**src/rtl/readout_capture_if.sv**
```systemverilog
// Pixel stream interface between readout_capture (master) and its consumer (slave).
// The master drives valid/data/index/last; the consumer answers with ready.
interface readout_capture_if #(
    parameter int DATA_W = 8,
    parameter int IDX_W  = 2
);
    logic              Pix_valid;
    logic              Pix_ready;
    logic [DATA_W-1:0] Pix_data;
    logic [IDX_W-1:0]  Pix_index;
    logic              Pix_last;

    modport master (
        output Pix_valid,
        output Pix_data,
        output Pix_index,
        output Pix_last,
        input  Pix_ready
    );

    modport slave (
        input  Pix_valid,
        input  Pix_data,
        input  Pix_index,
        input  Pix_last,
        output Pix_ready
    );
endinterface

```
**src/rtl/readout_capture.sv**
```systemverilog
// readout_capture: receiving end of the camera controller readout sequence.
// Watches Expose / NRE_R1 / NRE_R2 / ADC, captures one row of column results
// per ADC strobe into a capture buffer, hands each completed frame to an
// output buffer and streams it out pixel by pixel over valid/ready.
// Optional feature: define READOUT_TESTPAT_EN to add the Test_mode input and a
// 4-bit delivered-frame counter used to synthesise a test pattern.
module readout_capture #(
    parameter int DATA_W = 8,
    parameter int COLS   = 2,
    parameter int ROWS   = 2
) (
    input  logic                   Clk,
    input  logic                   Reset,
    input  logic                   Expose,
    input  logic                   NRE_R1,
    input  logic                   NRE_R2,
    input  logic                   ADC,
    input  logic [COLS*DATA_W-1:0] Adc_data,
`ifdef READOUT_TESTPAT_EN
    input  logic                   Test_mode,
`endif
    readout_capture_if.master      pix,
    output logic                   Busy,
    output logic                   Frame_overflow,
    output logic                   Err_proto
);

    localparam int NPIX  = ROWS * COLS;
    localparam int IDX_W = (NPIX > 1) ? $clog2(NPIX) : 1;
    localparam logic [IDX_W-1:0] LAST_IDX = IDX_W'(NPIX - 1);

    localparam logic [0:0] ST_IDLE = 1'b0;
    localparam logic [0:0] ST_READ = 1'b1;

    logic [0:0]        state;
    logic [1:0]        row_mask;
    logic              expose_q;
    logic              adc_q;
    logic              expose_edge;
    logic              adc_edge;
    logic              row0_sel;
    logic              row1_sel;
    logic              frame_done;
    logic              wr_row0;
    logic              wr_row1;
    logic              proto_ev;
    logic              handoff;
    logic              pix_take;

    logic [DATA_W-1:0] cap_buf [NPIX];
    logic [DATA_W-1:0] out_buf [NPIX];
    logic              out_full;
    logic [IDX_W-1:0]  out_idx;

`ifdef READOUT_TESTPAT_EN
    logic [3:0]        frame_cnt;

    // Test pattern: delivered-frame count in the upper nibble, pixel index in the lower.
    function automatic logic [DATA_W-1:0] testpat_value(input int unsigned idx,
                                                        input logic [DATA_W-1:0] adc);
        logic [7:0] pat;
        pat = {frame_cnt, idx[3:0]};
        return Test_mode ? DATA_W'(pat) : adc;
    endfunction
`endif

    // Strobe edges are judged against the value registered at the previous clock.
    assign expose_edge = Expose & ~expose_q;
    assign adc_edge    = ADC & ~adc_q;

    // Exactly one read enable must be low to select a row.
    assign row0_sel = ~NRE_R1 &  NRE_R2;
    assign row1_sel =  NRE_R1 & ~NRE_R2;

    // Both rows written: the frame is handed off on the following edge.
    assign frame_done = (state == ST_READ) && (row_mask == 2'b11);

    // A simultaneous Expose edge restarts the frame and silently drops the sample.
    assign wr_row0 = (state == ST_READ) && !frame_done && adc_edge && !expose_edge &&
                     row0_sel && !row_mask[0];
    assign wr_row1 = (state == ST_READ) && !frame_done && adc_edge && !expose_edge &&
                     row1_sel && !row_mask[1];

    // Any ADC edge that did not produce a write (IDLE, bad enables, repeated row).
    assign proto_ev = adc_edge && !expose_edge && !(wr_row0 || wr_row1);

    // Hand-off looks at the registered fill state, so an emptying buffer is never reused that cycle.
    assign handoff  = frame_done && !out_full;
    assign pix_take = out_full && pix.Pix_ready;

    // Strobe history registers for edge detection.
    always_ff @(posedge Clk or negedge Reset) begin
        if (!Reset) begin
            expose_q <= 1'b0;
            adc_q    <= 1'b0;
        end else begin
            expose_q <= Expose;
            adc_q    <= ADC;
        end
    end

    // Capture FSM and row mask.
    always_ff @(posedge Clk or negedge Reset) begin
        if (!Reset) begin
            state    <= ST_IDLE;
            row_mask <= 2'b00;
        end else begin
            case (state)
                ST_IDLE: begin
                    if (expose_edge) begin
                        state    <= ST_READ;
                        row_mask <= 2'b00;
                    end
                end
                ST_READ: begin
                    if (frame_done) begin
                        state    <= expose_edge ? ST_READ : ST_IDLE;
                        row_mask <= 2'b00;
                    end else if (expose_edge) begin
                        row_mask <= 2'b00;
                    end else begin
                        if (wr_row0) row_mask[0] <= 1'b1;
                        if (wr_row1) row_mask[1] <= 1'b1;
                    end
                end
                default: begin
                    state    <= ST_IDLE;
                    row_mask <= 2'b00;
                end
            endcase
        end
    end

    // Sticky error and overflow flags.
    always_ff @(posedge Clk or negedge Reset) begin
        if (!Reset) begin
            Err_proto      <= 1'b0;
            Frame_overflow <= 1'b0;
        end else begin
            if (proto_ev)              Err_proto      <= 1'b1;
            if (frame_done && out_full) Frame_overflow <= 1'b1;
        end
    end

    // Capture buffer row writes (data only, not reset).
    always_ff @(posedge Clk) begin
        for (int c = 0; c < COLS; c++) begin
`ifdef READOUT_TESTPAT_EN
            if (wr_row0) cap_buf[c]        <= testpat_value(c, Adc_data[c*DATA_W +: DATA_W]);
            if (wr_row1) cap_buf[COLS + c] <= testpat_value(COLS + c, Adc_data[c*DATA_W +: DATA_W]);
`else
            if (wr_row0) cap_buf[c]        <= Adc_data[c*DATA_W +: DATA_W];
            if (wr_row1) cap_buf[COLS + c] <= Adc_data[c*DATA_W +: DATA_W];
`endif
        end
    end

    // Output buffer contents: only a successful hand-off overwrites them.
    always_ff @(posedge Clk) begin
        if (handoff) out_buf <= cap_buf;
    end

    // Output buffer fill state and stream index.
    always_ff @(posedge Clk or negedge Reset) begin
        if (!Reset) begin
            out_full <= 1'b0;
            out_idx  <= '0;
        end else if (handoff) begin
            out_full <= 1'b1;
            out_idx  <= '0;
        end else if (pix_take) begin
            if (out_idx == LAST_IDX) begin
                out_full <= 1'b0;
                out_idx  <= '0;
            end else begin
                out_idx  <= out_idx + IDX_W'(1);
            end
        end
    end

`ifdef READOUT_TESTPAT_EN
    // Delivered-frame counter, advanced when the last pixel is accepted.
    always_ff @(posedge Clk or negedge Reset) begin
        if (!Reset) begin
            frame_cnt <= 4'd0;
        end else if (pix_take && (out_idx == LAST_IDX)) begin
            frame_cnt <= frame_cnt + 4'd1;
        end
    end
`endif

    // Stream outputs are forced to zero whenever no frame is buffered.
    assign pix.Pix_valid = out_full;
    assign pix.Pix_data  = out_full ? out_buf[out_idx] : '0;
    assign pix.Pix_index = out_idx;
    assign pix.Pix_last  = out_full && (out_idx == LAST_IDX);
    assign Busy          = (state == ST_READ);

endmodule
```
**src/flat_wrapper.sv**
```systemverilog
// flat-port wrapper written by rule: the top's interface ports become plain ports
module readout_capture_flat 
#(
    parameter int DATA_W = 8,
    parameter int COLS   = 2,
    parameter int ROWS   = 2
)
  (Clk, Reset, Expose, NRE_R1, NRE_R2, ADC, Adc_data, Busy, Frame_overflow, Err_proto, pix_Pix_valid, pix_Pix_data, pix_Pix_index, pix_Pix_last, pix_Pix_ready);
  readout_capture_if #(.DATA_W(DATA_W)) pix_i ();
  input  logic Clk;
  input  logic Reset;
  input  logic Expose;
  input  logic NRE_R1;
  input  logic NRE_R2;
  input  logic ADC;
  input  logic [COLS*DATA_W-1:0] Adc_data;
  output logic Busy;
  output logic Frame_overflow;
  output logic Err_proto;
  output wire logic [$bits(pix_i.Pix_valid)-1:0] pix_Pix_valid;
  output wire logic [$bits(pix_i.Pix_data)-1:0] pix_Pix_data;
  output wire logic [$bits(pix_i.Pix_index)-1:0] pix_Pix_index;
  output wire logic [$bits(pix_i.Pix_last)-1:0] pix_Pix_last;
  input wire logic [$bits(pix_i.Pix_ready)-1:0] pix_Pix_ready;
  assign pix_Pix_valid = pix_i.Pix_valid;
  assign pix_Pix_data = pix_i.Pix_data;
  assign pix_Pix_index = pix_i.Pix_index;
  assign pix_Pix_last = pix_i.Pix_last;
  assign pix_i.Pix_ready = pix_Pix_ready;
  readout_capture #(.DATA_W(DATA_W), .COLS(COLS), .ROWS(ROWS)) u_core (.Clk(Clk), .Reset(Reset), .Expose(Expose), .NRE_R1(NRE_R1), .NRE_R2(NRE_R2), .ADC(ADC), .Adc_data(Adc_data), .pix(pix_i), .Busy(Busy), .Frame_overflow(Frame_overflow), .Err_proto(Err_proto));
endmodule
```
**config.mk**
```make
export PLATFORM = sky130hd
export DESIGN_NAME = readout_capture_flat
export DESIGN_NICKNAME = d
export VERILOG_FILES = /design/src/rtl/readout_capture_if.sv /design/src/rtl/readout_capture.sv /design/src/flat_wrapper.sv
export SDC_FILE = /design/constraint.sdc
export NUM_CORES = 1
export LEC_CHECK = 0
export BUFFER_PORTS_ARGS = -buffer_cell sky130_fd_sc_hd__buf_2
export CAP_MARGIN = 20
export CORE_ASPECT_RATIO = 1.1
export CORE_MARGIN = 2
export CORE_UTILIZATION = 55
export CTS_CLUSTER_DIAMETER = 200
export DETAILED_ROUTE_END_ITERATION = 16
export PLACE_DENSITY = 0.77
export REMOVE_ABC_BUFFERS = 1
export SYNTH_ARGS = -nofsm -noshare
export SYNTH_HDL_FRONTEND = slang
export SYNTH_SLANG_ARGS = --single-unit
export TNS_END_PERCENT = 100
```
**constraint.sdc**
```tcl
create_clock -name Clk -period 2.7 [get_ports Clk]
set_input_delay 0.405 -clock Clk [delete_from_list [all_inputs] [get_ports Clk]]
set_output_delay 0.405 -clock Clk [all_outputs]
set_load 0.03 [all_outputs]
```
# After elaboration in Yosys (flattened, before gate mapping)
# Cells that the tools add are included.
dict set report word_totals {
  reg_bits 74
  in_bits 23
  out_inout_bits 15
  elab_cells 79
}
dict set report op_classes {
  n_addsub 1
  magnitude_cmp 1
  eq_ne 5
  muxes 19
  bitwise 10
  n_reduce_logical 26
}
# operator count
set ops {}
lappend ops {{$mux 8} 3}
lappend ops {{$bmux 8 s2} 1}
lappend ops {{$logic_and 1x1->1} 14}
lappend ops {{$mux 2} 6}
lappend ops {{$ne 4x4->1 const B} 2}
lappend ops {{$mux 1} 7}
lappend ops {{$logic_not 1->1} 6}
lappend ops {{$reduce_and 2->1} 3}
lappend ops {{$not 1->1} 5}
lappend ops {{$and 1x1->1} 4}
lappend ops {{$eq 2x2->1 const B} 2}
lappend ops {{$pmux 2 s2} 1}
lappend ops {{$reduce_bool 2->1} 2}
lappend ops {{$ge 3x3->1 const B} 1}
lappend ops {{$not 2->3} 1}
lappend ops {{$add 2x1->2 const B} 1}
lappend ops {{$ne 2x1->1 const B} 1}
lappend ops {{$pmux 1 s2} 1}
lappend ops {{$logic_or 1x1->1} 1}

# Logic depth before layout (Yosys ltp)
# Gate-level depths: netlist (run 1).
dict set report logic_depth {
  ltp_word 12
  depth_mapped 3
  mapped_depth_nobuf 3
}

# Least setup slack after synthesis (run 1)
# No wires, ideal clock.
dict set report synth_path {
  kind {reg2reg}
  start {register u_core.state (netlist: u_core.Busy)}
  end {register u_core.out_buf[0] (netlist name) (enable)}
  setup_time_ns 0.421
  arrival_time_ns 2.140
  required_time_ns 2.279
  path_slack_ns 0.138
  stages_incl_launch_ff 3
  n_path_buf 0
  period_less_slack_ns 2.562
  cell_sequence {dfrtp_1 -> nand3_1 -> nor2_1}
}
dict set report synth_between {
  elab_chain_cells 2
}
# element line_no
set synth_rtl {}
lappend synth_rtl {{from (decl)} readout_capture.sv:35} ;# logic [0:0] state;
lappend synth_rtl {{from (signal assigned)} readout_capture.sv:117} ;# state <= expose_edge ? ST_READ : ST_IDLE;
lappend synth_rtl {{$logic_and 1x1->1} readout_capture.sv:76} ;# assign frame_done = (state == ST_READ) && (row_mask == 2'b11);
lappend synth_rtl {{$logic_and 1x1->1} readout_capture.sv:88} ;# assign handoff = frame_done && !out_full;
lappend synth_rtl {{via u_core.handoff} readout_capture.sv:47} ;# logic handoff;
lappend synth_rtl {{to (signal assigned)} readout_capture.sv:160} ;# if (handoff) out_buf <= cap_buf;
lappend synth_rtl {{to (decl)} readout_capture.sv:51} ;# logic [DATA_W-1:0] out_buf [NPIX];
# The timed path passes the listed nets, and every way through them passes these cells.
# A chain may end at the register's enable or synchronous reset.

# Worst setup path in the final report (run 1)
dict set report layout_path {
  start {register u_core.out_idx[0] (netlist: u_core.pix.Pix_index[0])}
  end {output port pix_Pix_data[0]}
}
dict set report layout_between {
  elab_chain_cells 5
}
# element line_no
set layout_rtl {}
lappend layout_rtl {{from (decl)} readout_capture.sv:53} ;# logic [IDX_W-1:0] out_idx;
lappend layout_rtl {{from (signal assigned)} readout_capture.sv:176} ;# out_idx <= out_idx + IDX_W'(1);
lappend layout_rtl {{$not 2->3 (implied by the code)} readout_capture.sv:194} ;# assign pix.Pix_data = out_full ? out_buf[out_idx] : '0;
lappend layout_rtl {{$bmux 8 s2} readout_capture.sv:194}
lappend layout_rtl {{$mux 8 (implied by the code) (2 in a row)} readout_capture.sv:194}
lappend layout_rtl {{$mux 8} readout_capture.sv:194}
lappend layout_rtl {{to (decl)} flat_wrapper.sv:21} ;# output wire logic [$bits(pix_i.Pix_data)-1:0] pix_Pix_data;
# Every way passes these cells. The select of a mux whose other input is x is not followed.

==> results by stage, run 1 <==
Outcome:
- The flow ran to the end, and the final reports show no timing, DRC or antenna violations.

Critical path:
- At the worst endpoint, the arrival time is ~2.0 ns.
- The worst register-to-register path begins at u_core.expose_q.
- The number of buffers and inverters on the critical path is 1.
- The worst setup path is captured at an output pin.
- The signal on the critical path passes through mux4_2 -> and2_1 -> buf_2.
- The setup slack on the worst flop-to-flop path is 1.16 ns.
- The largest single stage delay on the critical path is around 0.76 ns.
- The slowest stage of the critical path is the dfrtp_1 cell.
- At the worst endpoint, the required time is roughly 2.3 ns.
- The biggest fanout along the worst timing path is 12.
- The number of cells on the worst reg-to-reg path is 4.
- The worst setup path is launched from a register.
- The category of the most critical setup path is reg2out.
- The cell family with the largest share of critical-path delay is flip-flops.
- The endpoint of the worst-slack reg-to-reg timing path is u_core.cap_buf[17].

Cells and area:
- In the final layout, the share of cells above drive strength 1 is 0.356.
- The post-layout instance area is around 0.0031 sq mm.
- Registers take around 0.0022 sq mm.
- The final-stage net count is just under 200.
- The number of fill cells is 305.
- The post-layout instance count excluding filler cells is 233.
- At the end of the flow the core is filled with cells to 0.670.
- Compared with the post-synthesis result, the final layout area differs by 18.3%.
- The repair_antennas step left the layout with diodes totalling 0.
- The area occupied by multi-input gates is 422 sq um.

Floorplan:
- The floorplan step defined a die boundary enclosing ~0.0053 sq mm.
- For this design the top-level I/O count stands at 38.
- In this run the vertical extent of the chip is about 76 um.
- For this configuration, the core starts out at a cell density of 0.566.
- The floorplan step defined a core boundary enclosing 0.00462 sq mm.
- The site row count is 26.
- Measured along the x axis, the die boundary spans roughly 70 um.

STA:
- The final critical-path required period is between 2 and 2.5 ns.
- The final count of negative-setup-slack endpoints is 0.
- Setup repair after global routing left no endpoint under its margin.
- The worst slew margin relative to its limit is 0.567.
- The achievable frequency is roughly 400 MHz.
- The number of pins with negative max-slew slack in the final report came to 0.
- Adding up every negative setup slack in the final design gives 0 ns.
- Dividing the final minimum period by the clock period gives 0.902.
- At the pin with the least slew margin, the transition time is roughly 0.65 ns.
- The hold violation count in the final report is 0.
- The worst clock skew is 0.00517 ns.

Logic synthesis:
- The leading register cell type out of synthesis is edfxtp_1.
- By count the netlist is led by edfxtp_1, dfrtp_1, and2_1, mux4_2.
- The share of the Yosys chip area taken by registers is 0.831.
- After technology mapping, the gate count stands at between 100 and 150.
- By area the synthesized netlist is led by edfxtp_1, dfrtp_1, mux4_2.
- The flip-flop and latch count after synthesis is 74.
- The cell type contributing the most total cell area after synthesis is edfxtp_1.
- The number of distinct library cells after synthesis is 24.
- The Yosys warning count is 0.
- The cell area after synthesis is 0.00262 sq mm.
- Of the post-synthesis cell area, the dominant cell type holds 0.735.
- Each instance of the synthesized netlist takes up on average between 20 and 25 sq um.
- The most frequent cell after synthesis is edfxtp_1.
- The share of synthesized registers carrying an async set or reset is 0.135.
- The count of flip-flops with a built-in enable after synthesis is 64.

Hold path:
- The worst hold path begins at Expose.
- For hold timing, the worst endpoint is u_core.expose_q.
- Counting instances, the worst hold path has a depth of 1.
- The tightest min-delay check is of the in2reg type.

Routing:
- The overall via count from detail_route is between 1000 and 1500.
- The routed design has 3.90 mm of wire.
- The number of DRC violations after detailed routing is 0.
- The number of optimization iterations in the first detailed-route pass is 4.
- Dividing the detail-routed via count by the number of cells gives ~5.4.
- Dividing the detail-routed wire length by the instance count gives 16.7 um.
- The met2 wirelength from detailed routing is ~2.2 mm.
- The first routing iteration left between 50 and 60 violations.
- For this block, wires on met1 add up to 1.42 mm.
- The final antenna-violating net count is 0.
- The uppermost metal layer occupied by signal nets is met4.
- Summed over all nets, wire length on met3 after detailed routing comes to between 200 and 250 um.

CTS:
- TritonCTS built the clock tree.
- The quantity of gates resized following cts is 0.
- The number of buffers inserted for hold repair after clock tree synthesis is 1.
- The maximum root-to-sink buffer count is 2.
- Clock-pin slew was measured on the worst setup and hold paths at ~0.07 ns.
- The clock latency reported for the late side of the worst-skew pair is approximately 0.33 ns.
- The tree built by TritonCTS fans out to 74 sinks.
- The library cell used as clock root buffer is clkbuf_8.
- The post-CTS repair timing setup buffer count is 0.
- In this run, CTS created clock tree buffers numbering 9.
- The H-tree was split into 3 levels.

Power and ir drop:
- The reported leakage power is roughly 1.1 nW.
- Of the total power, combinational logic draws 0.187.
- Of the total power, registers draw 0.502.
- The part of the total power dissipated in the clock network is 0.311.
- The net switching power is 767 uW.
- The total power per unit cell area is 905 mW/mm^2.
- The internal cell power is ~2 mW.
- The worst-case IR drop observed on VDD is 479 uV.
- Of the total power, the share spent switching nets is 0.274.

Placement:
- The post-placement cell count is 216.
- The post-detailed-placement cell area is about 0.0029 sq mm.
- The congestion estimate from routability-driven global placement came to 0.818.
- The post-DP HPWL is between 2 and 3 mm.
- Port buffering added 37 buffers.

GRT:
- The first-pass GRT wire length is 6.47 mm.
- The pin count of the biggest net entering global routing is 33.
- In the global route stage, overall resource usage came out at 0.169.
- The via count of the first global-routing pass is 1347.
- The total congestion overflow after global routing is 0.
- The initial antenna violation count is 0.

Job:
- The max-capacitance violation count is 0.
-- per-stage QoR --
step	power (mW)	worst slack [ns]	hold slack [ns]
floorplan	1.78	0.138	0.109
global placement	1.94	0.628	0.263
detailed placement	1.96	0.585	0.277
CTS	2.83	0.222	0.185
global route	2.93	0.148	0.177
finish	2.80	0.266	0.201
-- layer usage --
layer  up-vias  global-route usage
met5         -                   0
met4         0              0.0923
met3         7              0.0569
met2        41               0.285
met1       629               0.190
li1        589                   -
-- logic make-up after synthesis --
group,count (synthesis),share of synthesized area
flops,74,0.831
compound gates,8,0.0225
simple gates,27,0.0603
fa+ha+maj,1,0.00478
buf+inv,4,0.00909
mux,9,0.0727
-- how the worst max path moves through the flow --
stage                     slack [ns]  cells past startpoint                 to                     from
after floorplan                 0.14                      2  u_core.out_buf[0]              u_core.Busy
after global placement          0.63                      3    pix_Pix_data[0]  u_core.pix.Pix_index[0]
after detailed placement        0.59                      3    pix_Pix_data[4]  u_core.pix.Pix_index[0]
after CTS                       0.22                      3    pix_Pix_data[4]  u_core.pix.Pix_index[0]
after global routing            0.15                      3    pix_Pix_data[0]  u_core.pix.Pix_index[0]
final                           0.27                      3    pix_Pix_data[0]  u_core.pix.Pix_index[0]
-- power groups by stage --
stage / Combinational, mW / Clock, mW / Sequential (mW)
floorplan: 0.330 / 0 / 1.45
global placement: 0.515 / 0 / 1.43
detailed placement: 0.526 / 0 / 1.44
CTS: 0.528 / 0.889 / 1.41
global route: 0.559 / 0.949 / 1.42
finish: 0.524 / 0.869 / 1.41
-- cells in the final DEF (no fill, tap or decap), drive strengths merged --
cell / instances
a21o: 1
nand2b: 1
clkinv: 3
o21ai: 3
edfxtp: 64
nor3b: 2
mux4: 8
ha: 1
buf: 40
a41o: 1
nand2: 3
and2: 9
and3: 1
clkinvlp: 1
dfrtp: 10
a31oi: 1
inv: 1
a32o: 2
dlygate4sd3: 1
clkbuf: 10
nor2b: 2
mux2i: 1
nor2: 3
bufinv: 2
nand4: 1
nand4b: 2
nand3: 3
-- worst register-to-register path, stage by stage (launching register included) --
cell	delay, ns
dfrtp_1	0.32
nand2b_1	0.25
nand4_1	0.21
nor2b_1	0.17
buf_4	0.27
-- cell type report --
type / instances / area share
well taps: 56 / 0.0226
clock buffers: 10 / 0.0412
repair buffers: 41 / 0.0704
multi-input cells: 45 / 0.136
flip-flops and latches: 74 / 0.702
clock inverters: 6 / 0.0263
inverters: 1 / 0.00121
-- sequential cells by signal (all words and copies together), names as in the netlist --
signal and cells:
u_core.Err_proto 1, u_core.adc_q 1, u_core.cap_buf 32, u_core.Busy 1
u_core.pix.Pix_index 2, u_core.expose_q 1, u_core.Frame_overflow 1, u_core.out_buf 32
u_core.pix.Pix_valid 1, u_core.row_mask 2
(Power assumes the default switching activity.)
==> inputs of run 2 (changes only) <==
CELL_PAD_IN_SITES_DETAIL_PLACEMENT = 0   (was default)
CELL_PAD_IN_SITES_GLOBAL_PLACEMENT = 2   (was default)
CORE_ASPECT_RATIO = 0.8   (was 1.1)
CORE_UTILIZATION = 42   (was 55)
PLACE_DENSITY = default   (was 0.77)
PLACE_DENSITY_LB_ADDON = 0.1   (was default)
clock period = 2.3 ns   (was 2.7 ns; I/O delays follow)
==> results by stage, run 2 (synthesized netlist as in run 1, its figures left out) <==
GRT:
- The pin count of the biggest net entering global routing was 18 (-45%).
- The total routing usage reported by global routing is 0.127 (-0.0427).
- The initial antenna violation count is 0 (unchanged).
- The via count of the first global-routing pass is 1238 (-8.1%).
- The first-pass GRT wire length is 6.05 mm (-6.5%).
- The total congestion overflow after global routing was 0 (unchanged).

Cells and area:
- The post-synthesis to final-layout area growth is 21.1%.
- The count of inserted antenna diode cells is 0 (unchanged).
- The area taken by flip-flops and latches is 0.00218 sq mm (+0.17%).
- The final-stage net count was 197 (+0.51%).
- The largest registers in the layout are u_core.cap_buf x32, u_core.out_buf x32.
- The area occupied by multi-input gates was 422 sq um (unchanged).
- The number of fill cells came to 513 (+68%).
- The end-of-flow core utilization is 0.530 (-0.140).
- In the layout the commonest cells are edfxtp_1, buf_2, and2_1, clkbuf_8, dfrtp_1.
- The fraction of final layout cells sized beyond drive strength 1 came to 0.373 (+0.0169).
- The post-layout instance area came to 0.00317 sq mm (+2.3%).
- The post-layout instance count excluding filler cells was 258 (+11%).
- The most frequent standard cell in the layout excluding fill and tap cells is edfxtp_1.

Routing:
- The number of optimization iterations in the first detailed-route pass came to 4 (unchanged).
- The post-detailed-routing wire length was 3.81 mm (-2.5%).
- The number of DRC violations after detailed routing is 0 (unchanged).
- The average wire per standard cell was 14.7 um (-12%).
- The met2 wirelength from detailed routing is 1.88 mm (-13%).
- The vias per cell is 4.77 (-12%).
- The number of violations reported at the end of detailed-routing iteration 0 is 46 (-12%).
- The sum of met3 wire segment lengths after detailed routing is 212 um (-9.4%).
- The overall via count from detail_route was 1231 (-2.8%).
- The final antenna-violating net count is 0 (unchanged).
- The uppermost metal layer occupied by signal nets is met4.
- The routed length on met1 is 1.63 mm (+14%).

Placement:
- The placer's final routability congestion estimate is 0.761 (-7.0%).
- The post-DP HPWL is 2.51 mm (-4.0%).
- The post-detailed-placement cell area came to 0.00291 sq mm (+1.3%).
- The post-place setup slack was 0.233 ns (-0.352 ns).
- The post-placement cell count came to 242 (+12%).
- The number of buffer cells added on primary ports is 37 (unchanged).

Power and ir drop:
- The switching portion of total power is 0.270 (-0.00438).
- The maximum vdd ir drop is 500 uV (+4.2%).
- The part of the total power dissipated in the clock network is 0.339 (+0.028).
- The total design power is 3.44 mW (+23%).
- The combinational power share came to 0.177 (-0.010).
- The total power per unit cell area came to 1080 mW/mm^2 (+20%).
- The internal cell power came to 2.51 mW (+23%).
- The net switching power is 926 uW (+21%).
- The sequential share of power is 0.484 (-0.018).
- The reported leakage power is 1.14 nW (+1.5%).

STA:
- The number of pins with negative max-slew slack in the final report is 0 (unchanged).
- The final count of negative-setup-slack endpoints is 0 (unchanged).
- The worst clock skew is 0.00652 ns (+0.00135 ns).
- The setup TNS came to 0 ns (unchanged).
- The worst hold slack was 0.132 ns (-0.0690 ns).
- The routed design could run at a clock period as short as roughly 2.1 ns.
- The hold violation count in the final report is 0 (unchanged).
- The setup slack after layout came to 0.178 ns (-0.0876 ns).
- The worst slew margin relative to its limit is 0.629 (+0.0614).
- The slew at the pin closest to its max-slew limit is 0.557 ns (-0.0921 ns).
- The fraction of the cycle the final worst path needs is 0.923.
- Setup repair after global routing left no endpoint under its margin.
- The achievable frequency is about 470 MHz.

Floorplan:
- The starting density of the core is 0.438 (-0.128).
- The top-level I/O count is 38 (unchanged).
- The y dimension of the die is 74.6 um (-2.3%).
- The floorplan core area is 0.00597 sq mm (+29%).
- The die width is 92.2 um (+32%).
- The full die area is 0.00688 sq mm (+29%).
- The site row count is 25 (-3.8%).

Critical path:
- The endpoint of the worst-slack reg-to-reg timing path is u_core.cap_buf[29].
- Walking the worst path, the cells encountered are mux4_2 -> and2_1 -> buf_2.
- The worst endpoint required time came to 1.96 ns (-0.34 ns).
- The worst-path cell with the longest stage delay is dfrtp_4.
- The delay of the slowest critical-path stage is 0.56 ns (-0.20 ns).
- The startpoint identified for the worst register-to-register timing path is u_core.expose_q.
- The biggest fanout along the worst timing path is 12 (unchanged).
- The kind of capture point of the worst setup path is an output pin.
- The critical path in this run is classified as reg2out.
- The most critical setup path has its startpoint at u_core.pix.Pix_index[0].
- The worst path arrival time is 1.78 ns (-0.25 ns).
- The setup slack on the worst flop-to-flop path is 0.80 ns (-0.36 ns).
- The depth of the worst register-to-register path is 4 (unchanged).
- The worst setup path is launched from a register.

CTS:
- The clock tree from TritonCTS is done.
- CTS placed an instance of clkbuf_8 at the clock tree root.
- The post-CTS repair timing setup buffer count came to 0 (unchanged).
- The number of clock sinks is 74 (unchanged).
- The number of H-tree branching levels was 3 (unchanged).
- The clock latency reported for the late side of the worst-skew pair is 0.33 ns (about the same).
- The total CTS buffers is 9 (unchanged).
- The clock-pin slew on the worst setup and hold paths is 0.07 ns (about the same).
- The maximum root-to-sink buffer count is 2 (unchanged).

Hold path:
- The number of cells traversed by the worst hold path was 1 (unchanged).
- The startpoint of the lowest-slack hold path is Expose.
- In this run the worst hold path is classified as in2reg.
- For hold timing, the worst endpoint is u_core.expose_q.

Job:
- The max-capacitance violation count is 0 (unchanged).

Outcome:
- The run finished with clean final reports.
run 2: changes by cell type in the layout (fill, tap and decap cells not counted), sizes merged:
| cell | delta |
|---|---|
| bufinv | +1 |
| inv | +1 |
| clkbuf | -1 |
| clkinv | -2 |
| buf | +1 |
run 2: how the worst max path moves through the flow:
stage                        end  slack (ns)  depth (start not counted)
3_5_place_dp     pix_Pix_data[4]        0.23                          3
5_1_grt          pix_Pix_data[4]        0.03                          3
4_1_cts          pix_Pix_data[4]        0.07                          3
2_1_floorplan  u_core.out_buf[0]       -0.26                          2
6_report         pix_Pix_data[4]        0.18                          3
3_3_place_gp     pix_Pix_data[4]        0.25                          3
run 2: critical path, delay by kind of cell (launching register included):
kind / cells / cell delay (ns)
buf+inv: 1 / 0.18
flops: 1 / 0.56
mux: 1 / 0.52
simple gates: 1 / 0.18
run 2: power groups by stage:
stage               sequential, mW  combinational, mW  clock, mW
floorplan                     1.71              0.388          0
global placement              1.69              0.608          0
detailed placement            1.69              0.615          0
CTS                           1.66              0.617       1.20
global route                  1.69              0.658       1.26
finish                        1.66              0.608       1.16
run 2: cell type report:
cell class	instances	area share
Sequential cell	74	0.687
Inverter	1	0.00119
Clock buffer	9	0.0391
Multi-Input combinational cell	45	0.133
Clock inverter	6	0.0363
Timing Repair Buffer	42	0.0711
Tap cell	81	0.0320
run 2: layer usage:
metal | up-vias | GRT usage
met5 | - | 0
met4 | 0 | 0.0580
met3 | 10 | 0.0659
met2 | 35 | 0.202
met1 | 597 | 0.146
li1 | 589 | -
run 2: what timing repair did:
action | 4_1_cts | 5_1_grt
hold endpoints to repair | 10 | 0
hold buffers | 1 | 0
gates resized for setup | 1 | 1
endpoints found under the setup margin | 8 | 3
pin swaps | 0 | 0
